[src/rtl/ariane_pkg.sv]
// Shared frontend/execute types plus the BHT counter helpers.
package ariane_pkg;

  localparam int unsigned VLEN = 64;

  localparam logic [1:0] BHT_CNT_WEAK_T  = 2'b10;
  localparam logic [1:0] BHT_CNT_WEAK_NT = 2'b01;

  typedef struct packed {
    logic valid;
    logic taken;
  } bht_prediction_t;

  typedef struct packed {
    logic            valid;
    logic [VLEN-1:0] pc;
    logic [VLEN-1:0] target_address;
    logic            is_mispredict;
    logic            is_taken;
    logic            conditional;
  } bp_resolve_t;

  typedef enum logic {
    BHT_CLEAR = 1'b0,
    BHT_RUN   = 1'b1
  } bht_state_e;

  // 2-bit saturating counter step: taken counts up, not-taken counts down.
  function automatic logic [1:0] sat_cnt_upd(input logic [1:0] cnt, input logic taken);
    logic [1:0] res;
    res = cnt;
    if (taken) begin
      if (cnt != 2'b11) res = cnt + 2'b01;
    end else begin
      if (cnt != 2'b00) res = cnt - 2'b01;
    end
    return res;
  endfunction

endpackage

[src/rtl/bht_resolve_updater.sv]
// Branch history table: 2-bit counters updated from execute resolutions,
// combinational lookup with forwarding of the in-flight update, sweep clear.
module bht_resolve_updater
  import ariane_pkg::*;
#(
  parameter int unsigned NR_ENTRIES = 64,
  parameter int unsigned IDX_OFFSET = 1
) (
  input  logic            clk_i,
  input  logic            rst_i,
  input  logic            flush_bp_i,
  input  logic            debug_mode_i,
  input  logic [VLEN-1:0] vpc_i,
  input  bp_resolve_t     resolved_branch_i,
  output bht_prediction_t bht_prediction_o,
  output logic            busy_o
);

  localparam int unsigned IDX_W = (NR_ENTRIES > 1) ? $clog2(NR_ENTRIES) : 1;
  localparam logic [IDX_W-1:0] LAST_IDX = IDX_W'(NR_ENTRIES - 1);

  bht_state_e       state_q;
  logic [IDX_W-1:0] clr_idx_q;
  logic             stage_valid_q;
  logic [IDX_W-1:0] stage_idx_q;
  logic             stage_taken_q;

  // Table storage: deliberately without reset, the sweep invalidates it.
  logic [NR_ENTRIES-1:0] valid_q;
  logic [1:0]            cnt_q [NR_ENTRIES];

  logic [IDX_W-1:0] rd_idx;
  logic [IDX_W-1:0] cap_idx;
  logic             capture;
  logic             stage_wr;
  logic [1:0]       upd_cnt;
  logic             unused_bits;

  assign rd_idx  = vpc_i[IDX_OFFSET +: IDX_W];
  assign cap_idx = resolved_branch_i.pc[IDX_OFFSET +: IDX_W];

  assign capture = resolved_branch_i.valid && resolved_branch_i.conditional &&
                   !debug_mode_i && (state_q == BHT_RUN) && !flush_bp_i;

  assign stage_wr = stage_valid_q && !flush_bp_i && (state_q == BHT_RUN);

  assign unused_bits = ^{vpc_i, resolved_branch_i};

  // Post-update counter for the staged entry; an invalid entry starts weak.
  always_comb begin
    upd_cnt = BHT_CNT_WEAK_NT;
    if (valid_q[stage_idx_q]) begin
      upd_cnt = sat_cnt_upd(cnt_q[stage_idx_q], stage_taken_q);
    end else if (stage_taken_q) begin
      upd_cnt = BHT_CNT_WEAK_T;
    end
  end

  // Lookup, forwarding the staged update when it targets the same index.
  always_comb begin
    bht_prediction_o = '0;
    if (!busy_o) begin
      if (stage_valid_q && (stage_idx_q == rd_idx)) begin
        bht_prediction_o.valid = 1'b1;
        bht_prediction_o.taken = upd_cnt[1];
      end else begin
        bht_prediction_o.valid = valid_q[rd_idx];
        bht_prediction_o.taken = cnt_q[rd_idx][1];
      end
    end
  end

  // Control: clear/run FSM, sweep pointer and the capture stage.
  always_ff @(posedge clk_i or posedge rst_i) begin
    if (rst_i) begin
      state_q       <= BHT_CLEAR;
      clr_idx_q     <= '0;
      stage_valid_q <= 1'b0;
      stage_idx_q   <= '0;
      stage_taken_q <= 1'b0;
      busy_o        <= 1'b1;
    end else begin
      stage_valid_q <= capture;
      if (capture) begin
        stage_idx_q   <= cap_idx;
        stage_taken_q <= resolved_branch_i.is_taken;
      end
      case (state_q)
        BHT_CLEAR: begin
          if (flush_bp_i) begin
            clr_idx_q <= '0;
          end else if (clr_idx_q == LAST_IDX) begin
            clr_idx_q <= '0;
            state_q   <= BHT_RUN;
            busy_o    <= 1'b0;
          end else begin
            clr_idx_q <= clr_idx_q + IDX_W'(1);
          end
        end
        BHT_RUN: begin
          if (flush_bp_i) begin
            clr_idx_q <= '0;
            state_q   <= BHT_CLEAR;
            busy_o    <= 1'b1;
          end
        end
        default: begin
          state_q <= BHT_CLEAR;
          busy_o  <= 1'b1;
        end
      endcase
    end
  end

  always_ff @(posedge clk_i) begin
    if (state_q == BHT_CLEAR) begin
      valid_q[clr_idx_q] <= 1'b0;
    end else if (stage_wr) begin
      valid_q[stage_idx_q] <= 1'b1;
      cnt_q[stage_idx_q]   <= upd_cnt;
    end
  end

endmodule

[config.mk]
export PLATFORM = sky130hd
export DESIGN_NAME = bht_resolve_updater
export DESIGN_NICKNAME = d
export VERILOG_FILES = /design/src/rtl/ariane_pkg.sv /design/src/rtl/bht_resolve_updater.sv
export SDC_FILE = /design/constraint.sdc
export NUM_CORES = 1
export LEC_CHECK = 0
export CAP_MARGIN = 15
export CORE_MARGIN = 1.5
export CORE_UTILIZATION = 58
export CTS_CLUSTER_DIAMETER = 100
export DETAILED_ROUTE_END_ITERATION = 6
export DONT_BUFFER_PORTS = 1
export PLACE_DENSITY = 0.78
export SLEW_MARGIN = 20
export SYNTH_ARGS = -nofsm -noshare
export SYNTH_HDL_FRONTEND = slang
export SYNTH_SLANG_ARGS = --single-unit
export TNS_END_PERCENT = 30
[constraint.sdc]
create_clock -name clk_i -period 5.6 [get_ports clk_i]
set_clock_uncertainty 0.2 [all_clocks]
set_input_delay 0.56 -clock clk_i [delete_from_list [all_inputs] [get_ports clk_i]]
set_output_delay 0.56 -clock clk_i [all_outputs]
set_load 0.01 [all_outputs]
-- Word-level counts from Yosys, hierarchy flattened
Memory sizes are Yosys's and may differ from the RTL's.
Cells that the tools add are included.
Widths: inputs -> output; s select.
- input port bits: 200
- flip-flop bits (word level): 80
- memories: 1
- word-level logic and storage cells: 72
- memory bits (writable): 128
- order comparisons: 5
- reduce and logical (&&, ||, !) cells: 13
- mux-type cells: 32
- equal/unequal tests: 7
- add/sub/neg operators: 3
- bitwise logic cells: 4
- memories (memory ; depth ; width ; read ports ; clocked after Yosys merged registers in ; write ports ; RTL line ; source):
    cnt_q ; 64 ; 2 ; 2 ; 0 ; 1 ; bht_resolve_updater.sv:30 ; logic [1:0] cnt_q [NR_ENTRIES];
- operators by type and width (operator ; number):
    $mux 64 ; 2
    $and 64x64->64 ; 1
    $not 64->64 ; 1
    $or 64x64->64 ; 1
    $lt 6x7->1 const B ; 3
    $mux 6 ; 3
    $mux 2 ; 7
    $mux 1 ; 13
    $bmux 1 s6 ; 2
    $demux 1 s6 ; 2
    $ge 6x1->1 const B ; 2
    $pmux 6 s2 ; 1
    $logic_and 1x1->1 ; 9
    $ne 2x2->1 const B ; 4
    $add 6x1->6 const B ; 1
    $eq 6x6->1 ; 1
    $eq 6x6->1 const B ; 1
    $pmux 1 s2 ; 2
    $reduce_and 3->1 ; 1
    $add 2x1->2 const B ; 1
    $logic_not 1->1 ; 2
    $ne 2x1->1 const B ; 1
    $reduce_bool 2->1 ; 1
    $sub 2x1->2 const B ; 1
    $not 1->1 ; 1

-- Depth between registers and ports, before layout
Gate-level depths: netlist of the first run.
- depth in word-level cells: 7
- mapped depth: 11
- mapped depth without buffers: 7

-- Least setup slack after synthesis of the first run
Ideal clock, no wire load.
- kind: input port to flip-flop
- from: input port flush_bp_i
- to: register valid_q[0], enable pin
- path slack: -460 ps
- arrival: 5286 ps
- stages: 2
- library setup time: 574 ps
- data required time: 4826 ps
- cell sequence: clkbuf_1 o21ai_0
- longest elaborated chain between the ends: 4
- RTL lines (item ; RTL line ; source):
    start: declaration ; bht_resolve_updater.sv:11 ; input logic flush_bp_i,
    $logic_not 1->1 ; bht_resolve_updater.sv:45 ; assign stage_wr = stage_valid_q && !flush_bp_i && (state_q == BHT_RUN);
    $logic_and 1x1->1 (2 in series) ; bht_resolve_updater.sv:45 ;
    $ne 2x1->1 (no source line) ; -- ;
    end signal: indexed assignment ; bht_resolve_updater.sv:117 ; valid_q[clr_idx_q] <= 1'b0;
    end signal: indexed assignment ; bht_resolve_updater.sv:119 ; valid_q[stage_idx_q] <= 1'b1;
    end: declaration ; bht_resolve_updater.sv:29 ; logic [NR_ENTRIES-1:0] valid_q;
No other way between the ends.
A chain may end at the register's enable or synchronous reset.

==> results of run 1 <==
## worst max-delay path by stage
| stage | start | end | slack (ns) | cells past startpoint |
|---|---|---|---|---|
| floorplan | flush_bp_i | valid_q[0] | 1.27 | 2 |
| global placement | stage_idx_q[0] | cnt_q[52][1] | 1.40 | 8 |
| detailed placement | stage_idx_q[0] | cnt_q[49][1] | 1.39 | 8 |
| CTS | stage_idx_q[0] | bht_prediction_o[0] | 0.88 | 7 |
| global route | stage_idx_q[0] | bht_prediction_o[0] | 0.72 | 7 |
| finish | stage_idx_q[0] | bht_prediction_o[0] | 0.82 | 7 |
## cell usage after synthesis, drive strengths merged (2+ instances only)
master / n / area, sq um
nand3b: 6 / 48.80
or4: 2 / 15.01
nor2b: 6 / 37.54
or3: 7 / 48.80
edfxtp: 192 / 5766
o211ai: 2 / 20.02
nor2: 84 / 315.3
nand3: 7 / 35.03
xnor2: 4 / 35.03
a21oi: 83 / 415.4
mux2: 9 / 101.4
xor2: 4 / 35.03
o22ai: 5 / 31.28
inv: 9 / 33.78
o221ai: 2 / 17.52
or3b: 5 / 43.79
nand2b: 4 / 25.02
dfrtp: 15 / 375.4
o21a: 2 / 15.01
a22o: 3 / 26.28
buf: 30 / 185.2
a221oi: 3 / 26.28
o21ai: 142 / 710.7
mux2i: 23 / 230.2
nand2: 52 / 195.2
a22oi: 10 / 75.07
nor3b: 9 / 77.57
clkbuf: 41 / 155.1
and3b: 3 / 26.28
mux4: 68 / 1531
nand4: 2 / 12.51
or2: 2 / 12.52
a31oi: 2 / 12.51
a21boi: 3 / 22.52
nor3: 10 / 55.05
## cells by family (layout without fill, tap and decap cells)
logic type | count (synthesis) | after routing | share of synthesized area [%]
DFF | 208 | 208 | 56.31
buffers and inverters | 81 | 82 | 3.450
AOI/OAI and AO/OA | 271 | 271 | 13.70
and+or+nand+nor | 201 | 201 | 8.774
muxes | 100 | 100 | 17.01
xor gates and xnor gates | 8 | 8 | 0.6397
adders and majority gates | 1 | 1 | 0.1142
## stage by stage
step | hold WS (ns) | std cells
final | 0.03040 | 1105
after global routing | 0.02952 | 1105
after CTS | 0.02507 | 1105
after detailed placement | 0.3413 | 1055
after floorplan | 0.2730 | 870
after global placement | 0.3376 | 1054
## worst reg2reg max path: stages (launching register included)
cell	delay, ns
dfrtp_2	0.82
or3_1	0.67
o22ai_1	0.21
o31a_1	0.31
or4_1	0.59
or3_4	0.42
o21ai_0	0.18
a21o_1	0.13
buf_4	0.52
## registers in the layout (all words and copies together) (netlist names)
| name | flops |
|---|---|
| valid_q | 64 |
| stage_valid_q | 1 |
| cnt_q | 128 |
| state_q | 1 |
| stage_taken_q | 1 |
| stage_idx_q | 6 |
| busy_o | 1 |
| clr_idx_q | 6 |
## power groups by stage
stage                     clock (mW)  combinational, mW  sequential, mW
after floorplan                    0              0.360            1.94
after global routing            1.60              0.519            1.96
after detailed placement           0              0.467            1.98
after CTS                       1.54              0.475            1.95
final                           1.54              0.486            1.95
after global placement             0              0.448            1.97
## layout make-up
cell class / instances / area, sq um / share of cell area [%]
flip-flops and latches: 208 / 6171 / 51.42
well taps: 234 / 292.8 / 2.440
repair buffers: 31 / 312.8 / 2.607
inverters: 10 / 37.54 / 0.3128
multi-input cells: 581 / 4424 / 36.87
clock inverters: 15 / 175.2 / 1.460
clock buffers: 26 / 586.8 / 4.890
## routing by layer
metal  share of wire (%)  GRT usage (%)
met3                  14          10.26
met2                  45          47.16
met5                   0              0
met4                 5.0          13.91
met1                  36          41.62
==> flow_summary.ini, run 1 <==
[cts]
clock_tree.root_cell = clkbuf_16
cts_hold_buf = 9
cts_tree = built
clk_latency_ns = 0.51
cts.clk_slew.worst_paths_ns = 0.06
cts_resized = 0
htreeDepth = 1
clock_path_buffers = 3
cts_buffers = 23
cts.sinks = 208
cts_setup_buffers = 0

[floorplanning]
die_w_um = 140.4
fp.coreArea_sq_mm = 0.01858
rows = 50
start_util_pct = 58.94
dieArea_sq_mm = 0.01972
num_io_pins = 203
die_h_um = 140.4

[cells_and_area]
layout_commonest_cell = edfxtp_1
nFillCells = 1300
nets = 1056
syn_to_final_growth_pct = 9.574
stdcell_area_sq_mm = 0.01200
antenna-diode-count = 0
drive_above_1_share_pct = 17.45
final_core_utilization_pct = 64.59
final_cell_mix = 192 x edfxtp_1, 140 x o21ai_0, 84 x nor2_1, 83 x a21oi_1, 68 x mux4_2

[sta]
fin_crit_ns = 4.776
period_share_pct = 85.28
finalSetupViolCount = 0
worst_slew_pin_slew_ns = 0.9734
setup_ws_ns = 0.8242
hold_viol_final = 0
tns_ns = 0
relSlewSlack_pct = 34.82
fmax_mhz = 209.4
rsz0062_at_grt = false
slew_viol_final = 0

[power]
intPower_mw = 3.001
p_leak_nw = 4.005
p_sw_uw = 977.1
clockPowerShare_pct = 38.7
power_density_mw_per_mm2 = 331.5
fin_total_pwr_mw = 3.978
ir_drop_uv = 214.2
combPwrFrac_pct = 12.2
pwr-share-seq_pct = 49.1
swShare_pct = 24.56

[route]
vias_per_cell = 7.308
routed-via-count = 8075
ant_nets = 0
routed_wirelength_um = 30480
routedWlPerCell_um = 27.59
dr.pass1.iters = 7
drt_iter0_drc = 1405
drcViolationCount = 0

[yosys]
yosys.cell_types.count = 66
ys_seq_elements = 208
ys_async_sr_fraction_pct = 7.692
netlist_area_sq_mm = 0.01095
syn_avg_cell_area_sq_um = 12.59
yosysSeqAreaShare_pct = 56.31
synth-edff-count = 192
synth_nets = 1071
synthCells = 870
synth_ff_type = edfxtp_1
ys_warn_count = 0

[grt]
antenna_found_initial = 0
grt_pass1_vias = 7805
grt-ovfl-total = 0
track_usage_pct = 31.22
grt_pass1_wl_um = 46020
grt_start_max_net_pins = 66

[worst_hold_path]
min_from = flush_bp_i
hold_end = busy_o
hold_depth = 2
hold_path_class = input pin to register

[flow_run]
cap_violations = 0

[worst_setup_path]
endpoint_kind = output port
cp_slowest_cell = dfrtp_2
cp_data_required_time_ns = 4.84
r2r-end = cnt_q[32][1]
rrSetupSlack_ns = 1.24
worstPathArrival_ns = 4.02
cp_num_buf_inv = 0
r2r_cells = 8
critical_path_class = register to output port
timing.critical_path.cells = or3_1, o22ai_1, o31a_1, or4_1, nor3_1, a21oi_1, o311a_1
cp_top_family = simple AND/OR/NAND/NOR gates
regToRegStartpoint = stage_idx_q[0]
start_kind = register
critPathMaxStageDelay_ns = 0.82
path_max_fanout = 26

[status]
outcome = finished clean

[placement]
port_buffers = 0
post-place-ws_ns = 1.388
placed_area_sq_mm = 0.01115
gp_congestion = 0.9010
dp_hpwl_um = 18970
(Power assumes the default switching activity.)
==> run 2: changes to the inputs <==
PLACE_DENSITY = 0.85   (was 0.78)
==> flow_summary.ini, run 2 (synthesized netlist as in run 1, its figures left out) <==
[power]
p_leak_nw = 3.968
ir_drop_uv = 206.1
power_density_mw_per_mm2 = 332.0
fin_total_pwr_mw = 3.957

[floorplanning]
fp.coreArea_sq_mm = 0.01858
rows = 50
dieArea_sq_mm = 0.01972
num_io_pins = 203
die_w_um = 140.4
start_util_pct = 58.94
die_h_um = 140.4

[cells_and_area]
syn_to_final_growth_pct = 8.843
final_cell_mix = 192 x edfxtp_1, 140 x o21ai_0, 84 x nor2_1, 83 x a21oi_1, 68 x mux4_2
regMostFlops = cnt_q
largest_register_ff_count = 128
stdcell_area_sq_mm = 0.01192
layout_commonest_cell = edfxtp_1
drive_above_1_share_pct = 17.17
top_regs = cnt_q (128), valid_q (64)
nets = 1052
nFillCells = 1249

[worst_setup_path]
critical_path_class = register to output port
cp_slowest_cell = dfrtp_2
worstPathArrival_ns = 4.30
cp_top_family = compound AO/OA/AOI/OAI gates
path_max_fanout = 39
start_kind = register
timing.critical_path.cells = nand3_1, o21ai_0, a21oi_1, o311ai_0, nor3_1, a21oi_1, o311a_1
endpoint_kind = output port
cp_num_buf_inv = 0
worstSetupStartpoint = stage_idx_q[2]
cp_data_required_time_ns = 4.84
cpMostUsedCell = a21oi_1
critPathMaxStageDelay_ns = 0.99
regToRegStartpoint = stage_idx_q[1]

[cts]
clk_latency_ns = 0.54
clock_tree.root_cell = clkbuf_16
htreeDepth = 1
clock_path_buffers = 3
cts_resized = 0
cts.sinks = 208
cts.clk_slew.worst_paths_ns = 0.06
cts_buffers = 23
cts_tree = built

[flow_run]
cap_violations = 0

[status]
violations = design-rule violations
outcome = complete, but fails checks

[sta]
relSlewSlack_pct = 27.50
fin_crit_ns = 5.060
finalSetupViolCount = 0
period_share_pct = 90.36
tns_ns = 0
slew_viol_final = 0
fmax_mhz = 197.6
worst_slew_pin_slew_ns = 1.083
rsz0062_at_grt = false
hold_viol_final = 0

[grt]
grt_pass1_wl_um = 46400
antenna_found_initial = 0
grt_start_max_net_pins = 66
grt-ovfl-total = 0
grt_pass1_vias = 8007
track_usage_pct = 31.43

[route]
drt_iter0_drc = 1270
vias_per_cell = 7.392
drcViolationCount = 1
routedWlPerCell_um = 27.76
routed-via-count = 8153
routed_wirelength_um = 30620
ant_nets = 0
dr.pass1.iters = 7

[placement]
dp_hpwl_um = 18440
gp_congestion = 0.8720
port_buffers = 0
placed_area_sq_mm = 0.01106

[worst_hold_path]
hold_path_class = input pin to register
min_from = flush_bp_i
==> run 2: changes by cell type in the layout (fill, tap and decap cells not counted), sizes merged <==
cell / previous run / this run
inv: 9 / 10
buf: 22 / 19
clkinvlp: 1 / 0
clkbuf: 26 / 38
clkinv: 11 / 4
dlygate4sd3: 9 / 8
diode: 0 / 1
bufinv: 4 / 0
==> run 2: through the flow <==
| step | setup WS, ns | hold WS (ns) | utilization, % | std cells |
|---|---|---|---|---|
| 2_1_floorplan | 1.274 | 0.2730 | - | 870 |
| 3_3_place_gp | 1.209 | 0.3786 | 59.54 | 1052 |
| 3_5_place_dp | 1.152 | 0.3891 | 59.54 | 1052 |
| 4_1_cts | 0.6798 | 0.009701 | 64.14 | 1102 |
| 5_1_grt | 0.4337 | 0.01346 | 64.14 | 1102 |
| 6_report | 0.5399 | 0.01049 | 64.15 | 1103 |
==> run 2: worst reg2reg max path, stage by stage, from the launching register on <==
cell       delay [ns]
dfrtp_2          0.84
buf_4            0.60
mux2i_1          0.25
mux4_2           0.25
a21boi_0         0.17
a2111oi_0        0.72
nand4_1          0.32
o211ai_1         0.26
o21a_2           0.37
buf_4            0.49
==> run 2: area by class of cell <==
| class | instances | area [sq um] | area share [%] |
|---|---|---|---|
| flip-flops and latches | 208 | 6171 | 51.77 |
| multi-input cells | 581 | 4419 | 37.07 |
| clock buffers | 38 | 735.7 | 6.172 |
| well taps | 234 | 292.8 | 2.456 |
| repair buffers | 27 | 222.7 | 1.868 |
| clock inverters | 4 | 38.79 | 0.3254 |
| inverters | 10 | 37.54 | 0.3149 |
| diodes | 1 | 2.502 | 0.02099 |
==> run 2: power by group <==
group	internal [mW]	switching [mW]	leakage [nW]
Sequential	1.86	0.0992	2.00
Clock	0.904	0.617	0.380
Combinational	0.198	0.279	1.59
==> run 2: worst paths after layout <==
kind	endpoint	slack, ns	cells past startpoint
hold reg to reg	busy_o	0.42	2
min in group asynchronous	stage_idx_q[3]	0.37	2
max in group asynchronous	stage_idx_q[2]	4.37	2
hold / removal	busy_o	0.01	2
setup / recovery	bht_prediction_o[0]	0.54	7
setup reg to reg	cnt_q[57][0]	0.85	9
==> run 2: layer usage <==
metal  vias to the layer above  global-route usage (%)  routed length (um)
met2                       754                   47.81               13950
met3                       188                   8.855                4551
li1                       3345                       -                   -
met4                         0                   19.06                1881
met5                         -                       0                   0
met1                      3866                   40.46               10240
==> run 2: what timing repair did <==
item                                    CTS  global route
buffers inserted                          0             0
endpoints found under the setup margin    0             0
hold endpoints to repair                 29             0
hold buffers                              8             0
==> run 3: changes to the inputs <==
CELL_PAD_IN_SITES_DETAIL_PLACEMENT = 2   (was default)
CELL_PAD_IN_SITES_GLOBAL_PLACEMENT = 2   (was default)
CORE_UTILIZATION = 39   (was 58)
PLACE_DENSITY = default   (was 0.85)
PLACE_DENSITY_LB_ADDON = 0.2   (was default)
==> flow_summary.ini, run 3 (synthesized netlist as in run 1, its figures left out) <==
[worst_setup_path]
cp_slowest_cell = dfrtp_2
cp_num_buf_inv = 0
cp_data_required_time_ns = 4.84
critPathMaxStageDelay_ns = 1.00
cp_top_family = simple AND/OR/NAND/NOR gates
critical_path_class = register to output port
endpoint_kind = output port
r2r-end = cnt_q[56][1]
path_max_fanout = 40
worstPathArrival_ns = 4.33
r2r_cells = 8
rrSetupSlack_ns = 0.85
start_kind = register
timing.critical_path.cells = or3_1, o22ai_1, o31a_1, or4_1, nor3_1, a21oi_1, o311a_1
regToRegStartpoint = stage_idx_q[2]

[sta]
setup_ws_ns = 0.5126
hold_viol_final = 0
period_share_pct = 90.85
fmax_mhz = 196.6
slew_viol_final = 0
hold_ws_ns = 0.02223
tns_ns = 0
relSlewSlack_pct = 24.89
fin_crit_ns = 5.087
worst_slew_pin_slew_ns = 1.122
finalSetupViolCount = 0
rsz0062_at_grt = false

[worst_hold_path]
hold_end = busy_o
hold_depth = 2
hold_path_class = input pin to register
min_from = flush_bp_i

[power]
p_leak_nw = 3.967
power_density_mw_per_mm2 = 331.0
ir_drop_uv = 201.3
fin_total_pwr_mw = 4.007

[cells_and_area]
final_cell_mix = 192 x edfxtp_1, 140 x o21ai_0, 84 x nor2_1, 83 x a21oi_1, 68 x mux4_2
nFillCells = 2737
top_regs = cnt_q (128), valid_q (64)
drive_above_1_share_pct = 17.43
largest_register_ff_count = 128
final_core_utilization_pct = 43.69
regMostFlops = cnt_q
layout_commonest_cell = edfxtp_1
syn_to_final_growth_pct = 10.52
nets = 1056

[route]
drcViolationCount = 0
vias_per_cell = 6.441
routedWlPerCell_um = 31.37
ant_nets = 0
routed-via-count = 8058
routed_wirelength_um = 39250
drt_iter0_drc = 864
dr.pass1.iters = 5

[grt]
grt_pass1_vias = 8700
grt-ovfl-total = 0
antenna_found_initial = 0
track_usage_pct = 27.47
grt_pass1_wl_um = 57780
grt_start_max_net_pins = 67

[cts]
clock_tree.root_cell = clkbuf_16
clock_path_buffers = 3
cts_buffers = 25
cts_tree = built
htreeDepth = 1
cts_setup_buffers = 0
cts.clk_slew.worst_paths_ns = 0.06
clk_latency_ns = 0.56
cts.sinks = 208

[floorplanning]
die_h_um = 170.6
start_util_pct = 39.53
die_w_um = 170.6
num_io_pins = 203
rows = 61
dieArea_sq_mm = 0.02910
fp.coreArea_sq_mm = 0.02771

[flow_run]
cap_violations = 0

[placement]
post-place-ws_ns = 1.032
dp_hpwl_um = 24810
gp_congestion = 0.8187
port_buffers = 0

[status]
outcome = finished clean
run 3: repair_timing:
item                                   CTS  global route
endpoints found under the hold margin   30             0
hold buffers                             9             0
gates resized for setup                  0             0
run 3: how the worst max path moves through the flow:
stage / start / end / cells after the start
after floorplan: flush_bp_i / valid_q[0] / 2
after global placement: stage_idx_q[2] / cnt_q[31][1] / 8
after detailed placement: stage_idx_q[2] / cnt_q[30][1] / 9
after CTS: stage_idx_q[2] / bht_prediction_o[0] / 8
after global routing: stage_idx_q[2] / bht_prediction_o[0] / 8
final: stage_idx_q[2] / bht_prediction_o[0] / 7
run 3: final cells by class:
| class | count | area, sq um | area share (%) |
|---|---|---|---|
| Antenna cell | 1 | 2.502 | 0.02067 |
| Clock buffer | 25 | 625.6 | 5.168 |
| Clock inverter | 19 | 125.1 | 1.034 |
| Inverter | 10 | 37.54 | 0.3101 |
| Multi-Input combinational cell | 581 | 4429 | 36.59 |
| Sequential cell | 208 | 6171 | 50.98 |
| Tap cell | 378 | 473.0 | 3.907 |
| Timing Repair Buffer | 29 | 240.2 | 1.985 |
run 3: through the flow:
step / std cells / instance area (sq um)
3_5_place_dp: 1197 / 11260
3_3_place_gp: 1197 / 11260
2_1_floorplan: 870 / 10950
6_report: 1251 / 12100
5_1_grt: 1250 / 12100
4_1_cts: 1250 / 12100
run 3: per-layer routing:
metal | up-vias | global-route usage [%] | share of wire [%]
li1 | 3359 | - | -
met3 | 78 | 3.932 | 6.6
met1 | 4293 | 37.08 | 42
met5 | - | 0 | 0
met4 | 0 | 8.619 | 2.5
met2 | 328 | 45.84 | 49
run 3: where the power goes:
| group | switching, mW | total (mW) | internal (mW) |
|---|---|---|---|
| sequential | 0.101 | 1.96 | 1.86 |
| clock | 0.682 | 1.54 | 0.857 |
| combinational | 0.306 | 0.507 | 0.200 |
